===== config.mk =====
export PLATFORM = sky130hd
export DESIGN_NAME = noc_local_injector
export DESIGN_NICKNAME = d
export VERILOG_FILES = /design/src/rtl/noc_pkg.sv /design/src/rtl/noc_inj_fifo.sv /design/src/rtl/noc_local_injector.sv
export SDC_FILE = /design/constraint.sdc
export NUM_CORES = 1
export LEC_CHECK = 0
export CAP_MARGIN = 20
export CORE_UTILIZATION = 55
export DETAILED_ROUTE_END_ITERATION = 7
export PLACE_DENSITY = 0.85
export SKIP_LAST_GASP = 1
export SYNTH_ARGS = -nofsm -noshare
export SYNTH_HDL_FRONTEND = slang
export SYNTH_SLANG_ARGS = --single-unit

===== constraint.sdc =====
create_clock -name clk -period 3.79 [get_ports clk]
set_input_delay 0.379 -clock clk [delete_from_list [all_inputs] [get_ports clk]]
set_output_delay 0.379 -clock clk [all_outputs]
set_load 0.05 [all_outputs]

===== src/rtl/noc_pkg.sv =====
// Shared NoC definitions: flit field layout, node-ID type and injector state encoding.
package noc_pkg;

    localparam int unsigned ID_W        = 2;
    localparam int unsigned FLIT_W_DEF  = 16;

    // Field positions for the default 16-bit flit: dest | src | payload.
    localparam int unsigned DEST_MSB    = FLIT_W_DEF - 1;
    localparam int unsigned DEST_LSB    = FLIT_W_DEF - 2;
    localparam int unsigned SRC_MSB     = FLIT_W_DEF - 3;
    localparam int unsigned SRC_LSB     = FLIT_W_DEF - 4;
    localparam int unsigned PAYLOAD_MSB = FLIT_W_DEF - 5;

    typedef logic [ID_W-1:0] node_id_t;

    typedef enum logic [1:0] {
        InjIdle    = 2'd0,
        InjSend    = 2'd1,
        InjBlocked = 2'd2,
        InjPaced   = 2'd3
    } inj_state_e;

endpackage


===== src/rtl/noc_inj_fifo.sv =====
// Injection queue: synchronous FIFO with occupancy count and same-cycle push+pop.
module noc_inj_fifo #(
    parameter int unsigned WIDTH = 16,
    parameter int unsigned DEPTH = 4,
    parameter int unsigned AW    = 2
) (
    input  logic             clk,
    input  logic             reset,
    input  logic             push_i,
    input  logic             pop_i,
    input  logic [WIDTH-1:0] wdata_i,
    output logic [WIDTH-1:0] rdata_o,
    output logic [AW:0]      count_o
);

    logic [WIDTH-1:0] mem_q [DEPTH];
    logic [AW-1:0]    wr_ptr_q, rd_ptr_q;
    logic [AW:0]      count_q, count_d;

    always_comb begin
        count_d = count_q;
        unique case ({push_i, pop_i})
            2'b10:   count_d = count_q + 1'b1;
            2'b01:   count_d = count_q - 1'b1;
            default: count_d = count_q;
        endcase
    end

    // Pointers wrap naturally because DEPTH is a power of two.
    always_ff @(posedge clk) begin
        if (reset) begin
            wr_ptr_q <= '0;
            rd_ptr_q <= '0;
            count_q  <= '0;
        end else begin
            count_q <= count_d;
            if (push_i) begin
                wr_ptr_q <= wr_ptr_q + 1'b1;
            end
            if (pop_i) begin
                rd_ptr_q <= rd_ptr_q + 1'b1;
            end
        end
    end

    always_ff @(posedge clk) begin
        if (push_i) begin
            mem_q[wr_ptr_q] <= wdata_i;
        end
    end

    assign rdata_o = mem_q[rd_ptr_q];
    assign count_o = count_q;

endmodule


===== src/rtl/noc_local_injector.sv =====
// Local NoC injector: buffers host flits, stamps dest/src IDs, drives the router write port.
// Optional statistics counters are enabled with the NOC_INJ_STATS_EN macro.
module noc_local_injector
    import noc_pkg::*;
#(
    parameter int unsigned WIDTH   = 16,
    parameter node_id_t    NODE_ID = 2'b00,
    parameter int unsigned QDEPTH  = 4,
    parameter int unsigned QADDR   = 2
) (
    input  logic             clk,
    input  logic             reset,
    input  logic             req_valid,
    input  logic [1:0]       req_dest,
    input  logic [WIDTH-5:0] req_payload,
    output logic             req_ready,
    input  logic             full,
    input  logic             almost_full,
    output logic             write,
    output logic [WIDTH-1:0] dataIn,
    output logic             busy,
    output logic [15:0]      tx_flits,
    output logic [15:0]      stall_cycles
);

    localparam logic [1:0] ST_IDLE    = InjIdle;
    localparam logic [1:0] ST_SEND    = InjSend;
    localparam logic [1:0] ST_BLOCKED = InjBlocked;
    localparam logic [1:0] ST_PACED   = InjPaced;

    logic [QADDR:0]   count;
    logic [WIDTH-1:0] head, push_flit, data_q;
    logic             push, issue, nonempty;
    logic [1:0]       state_q, state_d;

    // The registered write strobe is exactly the SEND state.
    assign write     = (state_q == ST_SEND);
    assign nonempty  = (count != '0);
    assign req_ready = !reset && (count < (QADDR + 1)'(QDEPTH));
    assign push      = req_valid && req_ready;
    assign push_flit = {req_dest, NODE_ID, req_payload};
    assign issue     = !reset && nonempty && !full && !(almost_full && write);

    always_comb begin
        state_d = ST_IDLE;
        if (issue) begin
            state_d = ST_SEND;
        end else if (nonempty && full) begin
            state_d = ST_BLOCKED;
        end else if (nonempty && almost_full && write) begin
            state_d = ST_PACED;
        end
    end

    noc_inj_fifo #(
        .WIDTH (WIDTH),
        .DEPTH (QDEPTH),
        .AW    (QADDR)
    ) u_fifo (
        .clk     (clk),
        .reset   (reset),
        .push_i  (push),
        .pop_i   (issue),
        .wdata_i (push_flit),
        .rdata_o (head),
        .count_o (count)
    );

    always_ff @(posedge clk) begin
        if (reset) begin
            state_q <= ST_IDLE;
            data_q  <= '0;
        end else begin
            state_q <= state_d;
            if (issue) begin
                data_q <= head;
            end
        end
    end

    assign dataIn = data_q;
    assign busy   = nonempty || write;

`ifdef NOC_INJ_STATS_EN
    logic [15:0] tx_q, stall_q;
    logic        stalled;

    assign stalled = (state_d == ST_BLOCKED) || (state_d == ST_PACED);

    always_ff @(posedge clk) begin
        if (reset) begin
            tx_q    <= '0;
            stall_q <= '0;
        end else begin
            if (issue) begin
                tx_q <= tx_q + 16'd1;
            end
            if (stalled && (stall_q != 16'hFFFF)) begin
                stall_q <= stall_q + 16'd1;
            end
        end
    end

    assign tx_flits     = tx_q;
    assign stall_cycles = stall_q;
`else
    assign tx_flits     = 16'd0;
    assign stall_cycles = 16'd0;
`endif

endmodule


==> reports/results.tsv, run 1 <==
metric	value	unit
status	completed	
crit path DAT	2.87	ns
H-tree Lvls	3	
commonest non-fill, non-tap cells in the layout	edfxtp_1 (56), clkdlybuf4s50_1 (35), conb_1 (34)	
hold_ws	0.4886	ns
clock latency on the worst-skew pair	0.35	ns
TritonCTS clock tree	built	
All-Layer GR Usage	18.36	%
Layout fillers	432	
CTS sink cnt	79	
Routed WL	5532	µm
Top-Level Pins	70	
drt drc	0	
total CTS buffers	9	
Setup Skew	0.008949	ns
CP peak stage delay	0.65	ns
Yosys cell types	33	
required time worst endpoint	4.06	ns
die area	6564	µm²
Mapped Cells	231	
IO buf count	35	
Post-CTS Setup Bufs	0	
critical path peak fanout	17	
Worst setup EP type	flop	
switch share	30.63	%
CP Cell Sequence	clkdlybuf4s50_1 > nor2_1 > buf_4 > and3_4 > ha_1 > inv_1 > fa_1 > xor2_1 > or3_1 > a21oi_1	
Slew Limit Headroom	38.04	%
EDFF count, synth	56	
final instance area	3851	µm²
clock power share	28.9	%
Core Region	5956	µm²
syn_area_per_cell	14.87	µm²
commonest non-fill, non-tap cell in the layout	edfxtp_1	
Final Hold Violating Endpoints	0	
fin nets	290	
# hold bufs at CTS	0	
Startpoint Class	input port	
gr ovfl total	0	
ANT nets after route	0	
Ys Warns	0	
fin crit share	68.70	%
final worst-path setup slack	1.186	ns
CP max stage cell	clkdlybuf4s50_1	
Final HPWL DP	3623	µm
P_sw	0.0005803	W
max_cap viols	0	
Crit path max-delay family	buffers and inverters	
Crit Path Class	in -> reg	
initial antenna violation count	0	
Highest Clock Rate	384.1	MHz
global-route wire length before repair	8528	µm
worst slew pin tran	0.9281	ns
Post-synth ARST share	0	%
Pwr Density	491.9	nW/µm²
worst min path class	reg -> reg	
final setup fails	0	
clock root cell	clkbuf_8	
Routability Congestion	0.7443	
Wirelength per Cell	16.03	µm
share of cells above drive strength 1	8.519	%
Longest Clk Path Bufs	2	
unrepaired setup endpoints after global routing	false	
register bit total from synthesis	79	
Pleak	1.398	nW
Area Growth Syn to Fin	12.13	%
DP Area	3680	µm²
P_int	0.001314	W
sequential element share of the synthesized area	62.37	%
initial DRC count	120	
Initial Util	57.67	%
Mapped Area	3435	µm²
clock slew at reported path FFs	0.07	ns
PnR Total Power	0.001894	W
Setup TNS Final	0	ns
Slew Limit Fails	0	
Comb pwr share	18.4	%
Via density	5.504	
via count	1899	
top_reg_cell synth	edfxtp_1	
Final min period	2.604	ns
final antenna diode count	0	
die width	81.02	µm
Die Y	81.02	µm
drt pass-1 iters	4	
Buf+Inv Stages, Crit Path	3	
largest net degree at the start of global routing	18	
worst-case vdd ir drop	0.2586	mV
post-cts resize count	0	
part of the power in registers	52.7	%
FP Rows	28	
worst slack, placed	0.8541	ns
vias in the first global route	1691	
## routing by layer
layer | global-route usage (%) | up-vias | routed length (µm)
li1 | - | 884 | -
met1 | 24.56 | 910 | 2393
met2 | 28.57 | 95 | 2688
met3 | 4.157 | 10 | 341
met4 | 8.571 | 0 | 108
met5 | 0 | - | 0
## cells in the mapped netlist, drive strengths merged, types with 4 or more instances
| cell type | instances | area, µm² |
|---|---|---|
| nand4 | 15 | 93.84 |
| ha | 5 | 62.56 |
| inv | 7 | 26.28 |
| mux4 | 14 | 356.6 |
| nor2 | 7 | 26.28 |
| edfxtp | 56 | 1682 |
| nand2 | 17 | 63.81 |
| o311ai | 14 | 122.6 |
| and2 | 4 | 25.02 |
| dfxtp | 23 | 460.4 |
| buf | 44 | 326.6 |
## through the flow
stage,utilization (%),cells
2_1_floorplan,-,264
3_3_place_gp,61.79,329
3_5_place_dp,61.79,329
4_1_cts,64.66,345
5_1_grt,64.66,345
6_report,64.66,345
## flip-flops by register name, indices dropped and copies added, names as in the netlist
| register | flops |
|---|---|
| u_fifo.wr_ptr_q | 2 |
| u_fifo.mem_q | 56 |
| dataIn | 14 |
| state_q | 2 |
| u_fifo.rd_ptr_q | 2 |
| u_fifo.count_o | 3 |
## layout make-up
| cell class | count | area (µm²) | area share, % |
|---|---|---|---|
| Clock buffer | 9 | 123.9 | 3.216 |
| Clock inverter | 7 | 47.55 | 1.235 |
| Inverter | 7 | 26.28 | 0.6823 |
| Multi-Input combinational cell | 131 | 1052 | 27.32 |
| Sequential cell | 79 | 2142 | 55.62 |
| Tap cell | 75 | 93.84 | 2.437 |
| Timing Repair Buffer | 37 | 365.4 | 9.487 |
## cells by family after synthesis
family,after synthesis,share of synthesized area [%]
multiplexers,16,10.97
buffers and inverters,54,10.60
other,1,0.1092
AND/OR/NAND/NOR,54,8.561
flip-flops,79,62.37
AO/OA/AOI/OAI,18,4.226
XOR/XNOR,3,0.7652
adder cells (fa/ha/maj),6,2.404
## path summary, 6_finish.rpt
kind,from,endpoint,slack [ns],cells past startpoint
max,full,u_fifo.count_o[2],1.19,10
min,dataIn[1],dataIn[1],0.49,2
max reg2reg,u_fifo.count_o[2],u_fifo.count_o[2],1.31,8
min reg2reg,dataIn[1],dataIn[1],0.49,2
## worst reg2reg max path, stage by stage, from the launching register on
cell and delay [ns]:
dfxtp_1 0.45, or3_1 0.46, and3_4 0.29, ha_1 0.17, inv_1 0.06, fa_1 0.37, xor2_1 0.16, or3_1 0.30
a21oi_1 0.15
## power groups by stage
stage / clock (W) / combinational (W) / sequential, W
finish: 0.000548 / 0.000348 / 0.000998
global placement: 0 / 0.000340 / 0.00102
CTS: 0.000556 / 0.000348 / 0.000999
detailed placement: 0 / 0.000347 / 0.00102
global route: 0.000588 / 0.000373 / 0.00100
floorplan: 0 / 0.000260 / 0.00105
(Power assumes the default switching activity.)
==> run 2: changes to the inputs <==
--- a/config.mk
+++ b/config.mk
@@ -6,9 +6,9 @@
 export NUM_CORES = 1
 export LEC_CHECK = 0
 export CAP_MARGIN = 20
-export CORE_UTILIZATION = 55
+export CORE_UTILIZATION = 51
 export DETAILED_ROUTE_END_ITERATION = 7
-export PLACE_DENSITY = 0.85
+export PLACE_DENSITY = 0.79
 export SKIP_LAST_GASP = 1
 export SYNTH_ARGS = -nofsm -noshare
 export SYNTH_HDL_FRONTEND = slang
==> constraint.sdc (replaced) <==
create_clock -name clk -period 2.66 [get_ports clk]
set_input_delay 0.266 -clock clk [delete_from_list [all_inputs] [get_ports clk]]
set_output_delay 0.266 -clock clk [all_outputs]
set_load 0.05 [all_outputs]
==> run 2 against run 1 <==
The run now ends with design-rule violations left. Clock power increased by 45%. Power increased by 44%. Cell area increased by 2.3%. Die area increased by 7.7%. Combinational power increased by 53%. Via count increased by 1.2%. Routed wire length increased by 1.2%. Setup slack got worse by 0.72 ns. Final cell count increased by 3.5%. Largest power group unchanged.
==> reports/results.tsv, run 2 (synthesis results as in run 1) <==
metric	value	unit	change
total CTS buffers	9		unchanged
H-tree Lvls	3		unchanged
CTS sink cnt	79		unchanged
clock slew at reported path FFs	0.09	ns	+0.02 ns
Pwr Density	692.9	nW/µm²	+41%
drt drc	25		+25
worst-case vdd ir drop	0.3149	mV	+22%
ANT nets after route	0		unchanged
Area Growth Syn to Fin	14.72	%	
Util after Layout	61.35	%	-3.3 points
All-Layer GR Usage	16.93	%	-1.4 points
Final min period	2.195	ns	
final antenna diode count	0		unchanged
Die Y	84.07	µm	+3.8%
hold_ws	0.4850	ns	-0.003617 ns
Setup Skew	0.008627	ns	-0.0003223 ns
Via density	5.384		-2.2%
Routability Congestion	0.7348		-1.3%
post-cts resize count	0		unchanged
Core Region	6422	µm²	+7.8%
# hold bufs at CTS	0		unchanged
worst hold start	dataIn[15]		
Slew Limit Fails	0		unchanged
share of cells above drive strength 1	12.14	%	+3.6 points
unrepaired setup endpoints after global routing	false		
via count	1922		+1.2%
required time worst endpoint	2.39	ns	-1.67 ns
commonest non-fill, non-tap cells in the layout	edfxtp_1 (56), clkdlybuf4s50_1 (35), conb_1 (34)		
TritonCTS clock tree	built		
initial antenna violation count	0		unchanged
Crit Path Class	reg -> out		
Wirelength per Cell	15.68	µm	-2.2%
fin crit share	82.53	%	
Pleak	1.442	nW	+3.1%
Top-Level Pins	70		unchanged
FP Rows	29		+3.6%
Final HPWL DP	3683	µm	+1.7%
Setup TNS Final	0	ns	unchanged
Highest Clock Rate	455.5	MHz	
gr ovfl total	0		unchanged
global-route wire length before repair	8873	µm	+4.0%
failing checks	design-rule violations		
worst min path class	reg -> reg		
clock latency on the worst-skew pair	0.35	ns	about the same
vias in the first global route	1828		+8.1%
IO buf count	35		unchanged
Worst setup EP type	output pin		
largest net degree at the start of global routing	18		unchanged
max_cap viols	0		unchanged
worst slack, placed	0.2850	ns	-0.5691 ns
fin nets	300		+3.4%
commonest non-fill, non-tap cell in the layout	edfxtp_1		
die area	7067	µm²	+7.7%
Post-CTS Setup Bufs	0		unchanged
status	finished with violations		
die width	84.07	µm	+3.8%
Final Hold Violating Endpoints	0		unchanged
max reg flops	56		unchanged
clock root cell	clkbuf_8		
Routed WL	5599	µm	+1.2%
crit path DAT	1.93	ns	-0.94 ns
Largest Register	u_fifo.mem_q		
critical path peak fanout	17		unchanged
Slew Limit Headroom	56.15	%	+18 points
final setup fails	0		unchanged
reg2reg start	u_fifo.count_o[2]		
drt pass-1 iters	7		+3
worst slew pin tran	0.6569	ns	-0.2712 ns
Startpoint Class	flop		
Setup crit start	u_fifo.count_o[2]		
initial DRC count	122		+1.7%
final worst-path setup slack	0.4648	ns	-0.7214 ns
Initial Util	53.48	%	-4.2 points
Longest Clk Path Bufs	2		unchanged
-- run 2: cell count changes in the layout (fill, tap and decap cells not counted) --
cell | before | now
buf_4 | 2 | 12
inv_8 | 0 | 1
inv_6 | 1 | 0
clkinv_2 | 2 | 0
clkinvlp_4 | 1 | 4
clkinv_1 | 1 | 0
-- run 2: power by group --
| part | internal, W | leakage, nW | switching [W] | total [W] |
|---|---|---|---|---|
| Sequential | 0.00137 | 0.696 | 0.0000293 | 0.00140 |
| Clock | 0.000347 | 0.0796 | 0.000446 | 0.000793 |
| Combinational | 0.000174 | 0.666 | 0.000360 | 0.000534 |
-- run 2: worst max-delay path: stages (launching register included) --
cell and delay (ns):
dfxtp_1 0.44, nor3_2 0.07, buf_4 0.19, nand2b_1 0.08, clkdlybuf4s50_1 0.79
-- run 2: cell type report --
cell class	instances	area (µm²)
clock buffer	9	123.9
clock inverter	7	58.81
fill	491	2482
inverter	7	26.28
multi-input combinational	131	1052
sequential	79	2142
tap	77	96.34
timing repair buffer	47	440.4
-- run 2: per-layer routing --
metal / GRT usage, % / share of wire [%] / routed length (µm)
met1: 20.74 / 44 / 2444
met2: 27.50 / 49 / 2752
met3: 4.649 / 5.4 / 300
met4: 8.777 / 1.8 / 102
met5: 0 / 0 / 0
-- run 2: through the flow --
step / std cells / total power, W / area, µm²
final: 357 / 0.002730 / 3940
after CTS: 357 / 0.002751 / 3940
after floorplan: 264 / 0.001864 / 3558
after detailed placement: 341 / 0.001965 / 3757
after global routing: 357 / 0.002841 / 3940
after global placement: 341 / 0.001954 / 3757
-- run 2: path summary, 6_finish.rpt --
path / to / slack, ns / depth (start not counted)
worst max register to register: u_fifo.count_o[2] / 0.58 / 8
worst max-delay path: busy / 0.46 / 4
worst min-delay path: dataIn[15] / 0.48 / 2
worst min register to register: dataIn[15] / 0.48 / 2
